--- config.mk ---
export PLATFORM = sky130hd
export DESIGN_NAME = lsu_ctrl
export DESIGN_NICKNAME = d
export VERILOG_FILES = /design/src/rtl/lsu_ctrl.sv
export SDC_FILE = /design/constraint.sdc
export NUM_CORES = 1
export LEC_CHECK = 0
export CORE_MARGIN = 3
export CORE_UTILIZATION = 40
export CTS_BUF_LIST = sky130_fd_sc_hd__clkbuf_4
export DETAILED_ROUTE_END_ITERATION = 10
export PLACE_DENSITY = 0.79
export SYNTH_ARGS = -nofsm -noshare
export SYNTH_HDL_FRONTEND = slang
export SYNTH_SLANG_ARGS = --single-unit
--- constraint.sdc ---
create_clock -name clk -period 2.8 [get_ports clk]
set_input_delay 0.84 -clock clk [delete_from_list [all_inputs] [get_ports clk]]
set_output_delay 0.84 -clock clk [all_outputs]
set_load 0.01 [all_outputs]
--- src/rtl/lsu_ctrl.sv ---
// rtl/lsu_ctrl.sv - load/store initiator: word-granular req/ack memory port, RMW for SB/SH, extended loads
module lsu_ctrl #(
  parameter int ADDR_W      = 10,
  parameter int TIMEOUT_CYC = 255
) (
  input  logic              clk,
  input  logic              rst_n,
  input  logic              cpu_req,
  input  logic [31:0]       cpu_addr,
  input  logic [31:0]       cpu_wdata,
  input  logic              cpu_wr,
  input  logic [3:0]        cpu_ctrl,
  output logic              cpu_busy,
  output logic              cpu_done,
  output logic              cpu_err,
  output logic [31:0]       cpu_rdata,
  output logic              mem_req,
  output logic              mem_we,
  output logic [ADDR_W-1:0] mem_addr,
  output logic [31:0]       mem_wdata,
  input  logic [31:0]       mem_rdata,
  input  logic              mem_ack
);

  // Bit 3 of the access code marks a store.
  localparam logic [3:0] MEM_LB  = 4'h0;
  localparam logic [3:0] MEM_LH  = 4'h1;
  localparam logic [3:0] MEM_LW  = 4'h2;
  localparam logic [3:0] MEM_LBU = 4'h4;
  localparam logic [3:0] MEM_LHU = 4'h5;
  localparam logic [3:0] MEM_SB  = 4'h8;
  localparam logic [3:0] MEM_SH  = 4'h9;
  localparam logic [3:0] MEM_SW  = 4'hA;

  localparam int               CNT_W    = $clog2(TIMEOUT_CYC + 2);
  localparam logic [CNT_W-1:0] CNT_LAST = CNT_W'(TIMEOUT_CYC - 1);

  typedef enum logic [1:0] {S_IDLE, S_RD, S_WR, S_DONE} state_t;

  state_t            state_q, state_d;
  logic [ADDR_W+1:0] addr_q, addr_d;
  logic [15:0]       wdata_q, wdata_d;
  logic [3:0]        ctrl_q, ctrl_d;
  logic [31:0]       mem_wdata_q, mem_wdata_d;
  logic [31:0]       rdata_q, rdata_d;
  logic              err_q, err_d;
  logic [CNT_W-1:0]  cnt_q, cnt_d;

  logic        legal, misaligned, timeout_hit;
  logic [7:0]  byte_sel;
  logic [15:0] half_sel;
  logic [31:0] load_val, merged;
  logic        unused_addr;

  assign unused_addr = ^cpu_addr[31:ADDR_W+2];

  always_comb begin
    legal      = 1'b0;
    misaligned = 1'b0;
    case (cpu_ctrl)
      MEM_LB, MEM_LBU, MEM_SB: legal = 1'b1;
      MEM_LH, MEM_LHU, MEM_SH: begin
        legal      = 1'b1;
        misaligned = cpu_addr[0];
      end
      MEM_LW, MEM_SW: begin
        legal      = 1'b1;
        misaligned = |cpu_addr[1:0];
      end
      default: legal = 1'b0;
    endcase
  end

  always_comb begin
    byte_sel = mem_rdata[{addr_q[1:0], 3'b000} +: 8];
    half_sel = mem_rdata[{addr_q[1], 4'b0000} +: 16];
    case (ctrl_q)
      MEM_LB:  load_val = {{24{byte_sel[7]}}, byte_sel};
      MEM_LBU: load_val = {24'd0, byte_sel};
      MEM_LH:  load_val = {{16{half_sel[15]}}, half_sel};
      MEM_LHU: load_val = {16'd0, half_sel};
      default: load_val = mem_rdata;
    endcase
    merged = mem_rdata;
    if (ctrl_q == MEM_SB) merged[{addr_q[1:0], 3'b000} +: 8] = wdata_q[7:0];
    else                  merged[{addr_q[1], 4'b0000} +: 16] = wdata_q;
  end

  assign timeout_hit = (TIMEOUT_CYC != 0) && (cnt_q == CNT_LAST);

  always_comb begin
    state_d     = state_q;
    addr_d      = addr_q;
    wdata_d     = wdata_q;
    ctrl_d      = ctrl_q;
    mem_wdata_d = mem_wdata_q;
    rdata_d     = rdata_q;
    err_d       = err_q;
    cnt_d       = cnt_q;
    case (state_q)
      S_IDLE: begin
        if (cpu_req) begin
          addr_d  = cpu_addr[ADDR_W+1:0];
          wdata_d = cpu_wdata[15:0];
          ctrl_d  = cpu_ctrl;
          err_d   = 1'b0;
          cnt_d   = '0;
          if (!legal || (cpu_wr != cpu_ctrl[3]) || misaligned) begin
            err_d   = 1'b1;
            state_d = S_DONE;
          end else if (cpu_ctrl == MEM_SW) begin
            mem_wdata_d = cpu_wdata;
            state_d     = S_WR;
          end else begin
            state_d = S_RD;
          end
        end
      end
      S_RD: begin
        if (mem_ack) begin
          if (ctrl_q[3]) begin
            mem_wdata_d = merged;
            cnt_d       = '0;
            state_d     = S_WR;
          end else begin
            rdata_d = load_val;
            state_d = S_DONE;
          end
        end else if (timeout_hit) begin
          err_d   = 1'b1;
          state_d = S_DONE;
        end else begin
          cnt_d = cnt_q + 1'b1;
        end
      end
      S_WR: begin
        if (mem_ack) begin
          state_d = S_DONE;
        end else if (timeout_hit) begin
          err_d   = 1'b1;
          state_d = S_DONE;
        end else begin
          cnt_d = cnt_q + 1'b1;
        end
      end
      default: state_d = S_IDLE;
    endcase
  end

  always_ff @(posedge clk or negedge rst_n) begin
    if (!rst_n) begin
      state_q     <= S_IDLE;
      addr_q      <= '0;
      wdata_q     <= '0;
      ctrl_q      <= '0;
      mem_wdata_q <= '0;
      rdata_q     <= '0;
      err_q       <= 1'b0;
      cnt_q       <= '0;
    end else begin
      state_q     <= state_d;
      addr_q      <= addr_d;
      wdata_q     <= wdata_d;
      ctrl_q      <= ctrl_d;
      mem_wdata_q <= mem_wdata_d;
      rdata_q     <= rdata_d;
      err_q       <= err_d;
      cnt_q       <= cnt_d;
    end
  end

  assign cpu_busy  = (state_q != S_IDLE);
  assign cpu_done  = (state_q == S_DONE);
  assign cpu_err   = cpu_done & err_q;
  assign cpu_rdata = rdata_q;
  assign mem_req   = (state_q == S_RD) || (state_q == S_WR);
  assign mem_we    = (state_q == S_WR);
  assign mem_addr  = addr_q[ADDR_W+1:2];
  assign mem_wdata = mem_wdata_q;

endmodule

# After elaboration in Yosys (flattened, before gate mapping)
# Index checks and enable logic that the tools add are counted.
# totals
out_inout_bits	79
ff_bits	108
inputBits	105
elab_cells	96
# classes
muxes	31
shifts	6
n_eq_ne	25
bitwise_logic	2
reduce_logical	21
n_addsub	3
# op_table
operator	n
32-bit 2-to-1 mux	6
32-bit one-hot mux with 4 select lines	1
32-bit bitwise mux	2
32-bit one-hot mux with 2 select lines	1
9-bit 2-to-1 mux	5
16-bit by 7-bit variable shift with 32-bit output, first input constant	1
8-bit by 7-bit variable shift with 32-bit output, first input constant	1
16-bit by 7-bit indexed part select with 32-bit output	1
32-bit by 6-bit indexed part select with 16-bit output	1
32-bit by 6-bit indexed part select with 8-bit output	1
8-bit by 7-bit indexed part select with 32-bit output	1
9-bit one-hot mux with 3 select lines	1
4-bit by 3-bit == test with 1-bit output, second input constant	4
4-bit == test, second input constant	4
2-bit inequality test, second input constant	7
5-bit negation with 7-bit output	2
2-bit 2-to-1 mux	6
9-bit by 1-bit adder with 9-bit output, second input constant	1
9-bit by 8-bit == test with 1-bit output, second input constant	1
4-bit by 1-bit == test with 1-bit output, second input constant	2
4-bit zero test	2
4-bit AND reduction	2
8-bit OR reduction	1
1-bit 2-to-1 mux	6
other kinds (20)	28

# Longest topological paths before layout
# logic_depth
depth_word	9
mapped_depth	9
ltp_nobuf	7

# Worst setup path before layout
# No wires, ideal clock.
# synth_path
path_type	input to register
start	input cpu_ctrl[2]
end	register mem_wdata_q[20] (netlist: mem_wdata[20])
t_required_ns	2.659
slack_ns	0.431
n_path_buf	1
arrival_time_ns	2.228
setup_time_ns	0.141
path_stages	5
path_cell_list	or3_1 > or3_1 > a21oi_2 > clkbuf_1 > a31oi_1
# synth_via
elab_chain_cells	8
elab_cells_between_ends	19
classes_between	9 x eq/ne; 2 x mux; 8 x reduce/logical
# synth_rtl
item	line_no	rtl
from (decl)	12	input logic [3:0] cpu_ctrl,
4-bit == test, or another cell as far along	60, 111	
8-bit OR reduction (no line)	--	
1-bit 2-to-1 mux	60	case (cpu_ctrl)
1-bit zero test	108	if (!legal || (cpu_wr != cpu_ctrl[3]) || misaligned) begin
1-bit logical OR (2 in a row)	108	
2-bit inequality test (no line)	--	
6-bit AND reduction (no line) *	--	
to (signal assigned)	165	mem_wdata_q <= mem_wdata_d;
to (decl)	44	logic [31:0] mem_wdata_q, mem_wdata_d;
# Every way passes the cells marked *; elsewhere a longest branch is shown, timed or not.
# A chain may end at the register's enable or synchronous reset.

# Worst setup path in the final report
# layout_path
start	register state_q[0]
end	output mem_we
# layout_via
elab_chain_cells	1
# layout_rtl
item	line_no	rtl
from (decl)	40	state_t state_q, state_d;
from (signal assigned)	161	state_q <= state_d;
2-bit == test	177	assign mem_we = (state_q == S_WR);
to (decl)	18	output logic mem_we,
# Every way passes these cells.

==> results by group <==
Outcome
  • Status: complete, no violations

Critical path
  • CP arrival: 1.84 ns
  • R2R depth: 5
  • CP delay by family, top: buffers and inverters
  • Crit-path cells: inv_2, ha_2, clkdlybuf4s50_1
  • Critical-path top delay cell: clkdlybuf4s50_1
  • Setup crit end kind: primary output
  • Max FO, Critical Path: 5
  • Worst path max stage delay: ~0.57 ns
  • Worst EP required: 1.96 ns
  • Startpoint Class: flop
  • Worst reg2reg startpoint: ctrl_q[1]
  • CP bufs+invs: 2
  • R2r setup slk: around 0.33 ns
  • Crit Reg-Reg Endpoint: mem_wdata[16]
  • WS Path Type: reg2out

Floorplanning
  • Io pins: 184
  • Placeable Area: 0.01464 mm^2
  • Initial Utilization: 0.4134
  • DIE HEIGHT: roughly 130 um
  • Die area: 0.01665 mm^2
  • Die X: 129.0 um
  • Row cnt: 44

Timing
  • Period utilization: 0.9565
  • Unrepaired setup endpoints after global routing: false
  • Setup TNS: 0 ns
  • Setup Viol. Count Final: 0
  • Final number of hold-violating endpoints: 0
  • Setup ws final: 0.1219 ns
  • Clock Skew: about 0.025 ns
  • Slew Viols, Final: 0
  • Rel. slew slack: 0.4070
  • Slew @ Worst Pin: 0.8862 ns
  • Crit path time final: ~2.7 ns
  • Min Hold Slack: ~0.31 ns
  • Fmax achieved: 373.4 MHz

Hold path
  • Min-Delay Path Class: in2async

Final layout
  • Area delta synth->final: 33.50%
  • Fillers: 1336
  • Share of layout cells above drive strength 1: 0.1209
  • Final nets: roughly 910
  • Diode count: 0
  • Multi-input logic area: 0.003078 mm^2
  • Most frequent cells in the layout: clkdlybuf4s50_1, dfrtp_1, nor2_1
  • Commonest non-fill, non-tap cell in the layout: clkdlybuf4s50_1
  • Register area: ~0.0027 mm^2
  • Final Util: 0.5519
  • Fin cells: 978

Synthesis
  • Syn nets: about 750
  • EDFF count, synth: 0
  • Synth Instances: 636
  • Cell area after synthesis: 0.006055 mm^2
  • Async SR Flop Fraction: 1.000
  • Top FF cell, synth: dfrtp_1
  • Sequential fraction of the synthesis area: 0.4464
  • Avg Cell Area, Syn: 9.520 um^2
  • Yosys reg bits: ~110
  • Yosys cell types: 55
  • Synth warn: 0

Power
  • Pint: 0.004919 W
  • Leakage: ~3.3 nW
  • Power per Cell Area: 1051 mW/mm^2
  • Comb pwr share: 0.588
  • Sw frac: 0.4212
  • Switching power: approximately 0.0036 W
  • Sequential group share of total power: 0.328
  • VDD IR max: 0.6453 mV
  • Clk network pwr share: 0.084

Global route
  • Initial antenna violation count: 2
  • GRT overflow: 0
  • GRT Overall Usage: 0.2186
  • Global-route wire length before repair: 28360 um
  • Largest net degree at the start of global routing: between 60 and 70
  • Number of global-route vias before repair: 5299

Placement
  • Placer Congestion: 0.8996
  • Final HPWL DP: 13290 um
  • I/O Buffers: 163
  • Place WS: -0.03361 ns
  • Placed Instances: 960

Route
  • Avg WL per Cell: 18.62 um
  • Via density: 5.579
  • Detail Route Antenna Nets: 0
  • Top routing layer in use: met5
  • Initial DRC count: ~400
  • Drt pass-1 iters: 5
  • Drt drc: 0
  • Metal-1 WL: 7730 um
  • Met3 WL: 1423 um
  • Via count: 5456
  • Metal2 WL: 8632 um
  • Total Routed Length: 18210 um

CTS
  • Reg clk slew, reported paths: 0.17 ns
  • CTS tree: yes
  • Post-CTS Hold Buffers: 0
  • CTS buffer count: 9
  • Clk sinks: 108
  • H-tree depth: 3
  • CTS max path bufs: 2
  • Clk_lat worst skew: 0.48 ns
  • CTS Root Cell: clkbuf_4

Run
  • MaxCap Viol Count: 0
how the worst max path moves through the flow:
| stage | start | end | cells after the start |
|---|---|---|---|
| 3_5_place_dp | cpu_ctrl[2] | mem_wdata[18] | 7 |
| 5_1_grt | state_q[0] | mem_we | 3 |
| 2_1_floorplan | cpu_ctrl[2] | mem_wdata[20] | 5 |
| 3_3_place_gp | cpu_ctrl[2] | mem_wdata[19] | 7 |
| 4_1_cts | state_q[1] | mem_req | 3 |
| 6_report | state_q[0] | mem_we | 3 |
layer usage:
layer	track usage	vias up
li1	-	2610
met1	0.2879	2594
met2	0.3610	218
met3	0.05894	30
met4	0.05250	4
met5	0	-
area by class of cell:
type | count | area share
clock inverter | 7 | 0.005263
clock buffer | 9 | 0.008359
multi-input combinational | 461 | 0.3808
inverter | 14 | 0.006502
sequential | 108 | 0.3345
timing repair buffer | 195 | 0.2361
tap | 184 | 0.02848
flip-flops by register name (all words and copies together) (netlist names):
| register | count |
|---|---|
| cnt_q | 9 |
| addr_q | 12 |
| cpu_rdata | 32 |
| wdata_q | 16 |
| mem_wdata | 32 |
| state_q | 2 |
| ctrl_q | 4 |
| err_q | 1 |
timing repair:
action	CTS	global route
gates resized for setup	3	4
cloned	0	0
setup endpoints to repair	4	3
setup buffers	2	0
cells by family (layout without fill, tap and decap cells):
logic type | after synthesis | in the layout | share of synthesized area
XOR/XNOR | 7 | 7 | 0.01013
multiplexers | 70 | 70 | 0.1292
flip-flops | 108 | 108 | 0.4464
AO/OA/AOI/OAI | 156 | 156 | 0.1690
adder cells (fa/ha/maj) | 12 | 12 | 0.02480
buffers and inverters | 67 | 225 | 0.04980
AND/OR/NAND/NOR | 216 | 216 | 0.1707
power groups by stage:
stage                     clock network [W]  registers [W]  logic (W)
after floorplan                           0        0.00291    0.00284
after global placement                    0        0.00278    0.00488
after detailed placement                  0        0.00282    0.00496
after CTS                          0.000752        0.00278    0.00502
after global routing               0.000824        0.00287    0.00548
final                              0.000714        0.00278    0.00500
Yosys cell counts (4+ instances only):
cell type / number / area [um^2]
nand3_1: 35 / 175.2
nor3_1: 5 / 25.02
dfrtp_1: 108 / 2703
xor2_1: 5 / 43.79
buf_1: 6 / 22.52
a31oi_1: 19 / 118.9
a22oi_1: 6 / 45.04
clkbuf_1: 29 / 108.9
buf_2: 7 / 35.03
nor2_1: 68 / 255.2
o22ai_1: 4 / 25.02
o21ai_0: 15 / 75.07
mux2i_1: 34 / 340.3
nand2b_1: 18 / 112.6
ha_1: 12 / 150.1
nand2_1: 49 / 183.9
a32oi_1: 16 / 140.1
inv_1: 13 / 48.80
nand4_1: 11 / 68.82
buf_4: 11 / 82.58
a21oi_1: 57 / 285.3
nor2b_1: 7 / 43.79
a221oi_1: 16 / 140.1
mux2_2: 32 / 360.4
and3_1: 4 / 25.02
stage by stage:
step / total power (W) / area, um^2
detailed placement: 0.007776 / 7938
global route: 0.009176 / 8083
floorplan: 0.005750 / 6055
finish: 0.008498 / 8083
CTS: 0.008553 / 8077
global placement: 0.007660 / 7938
Power figures use the tool's default switching activity.
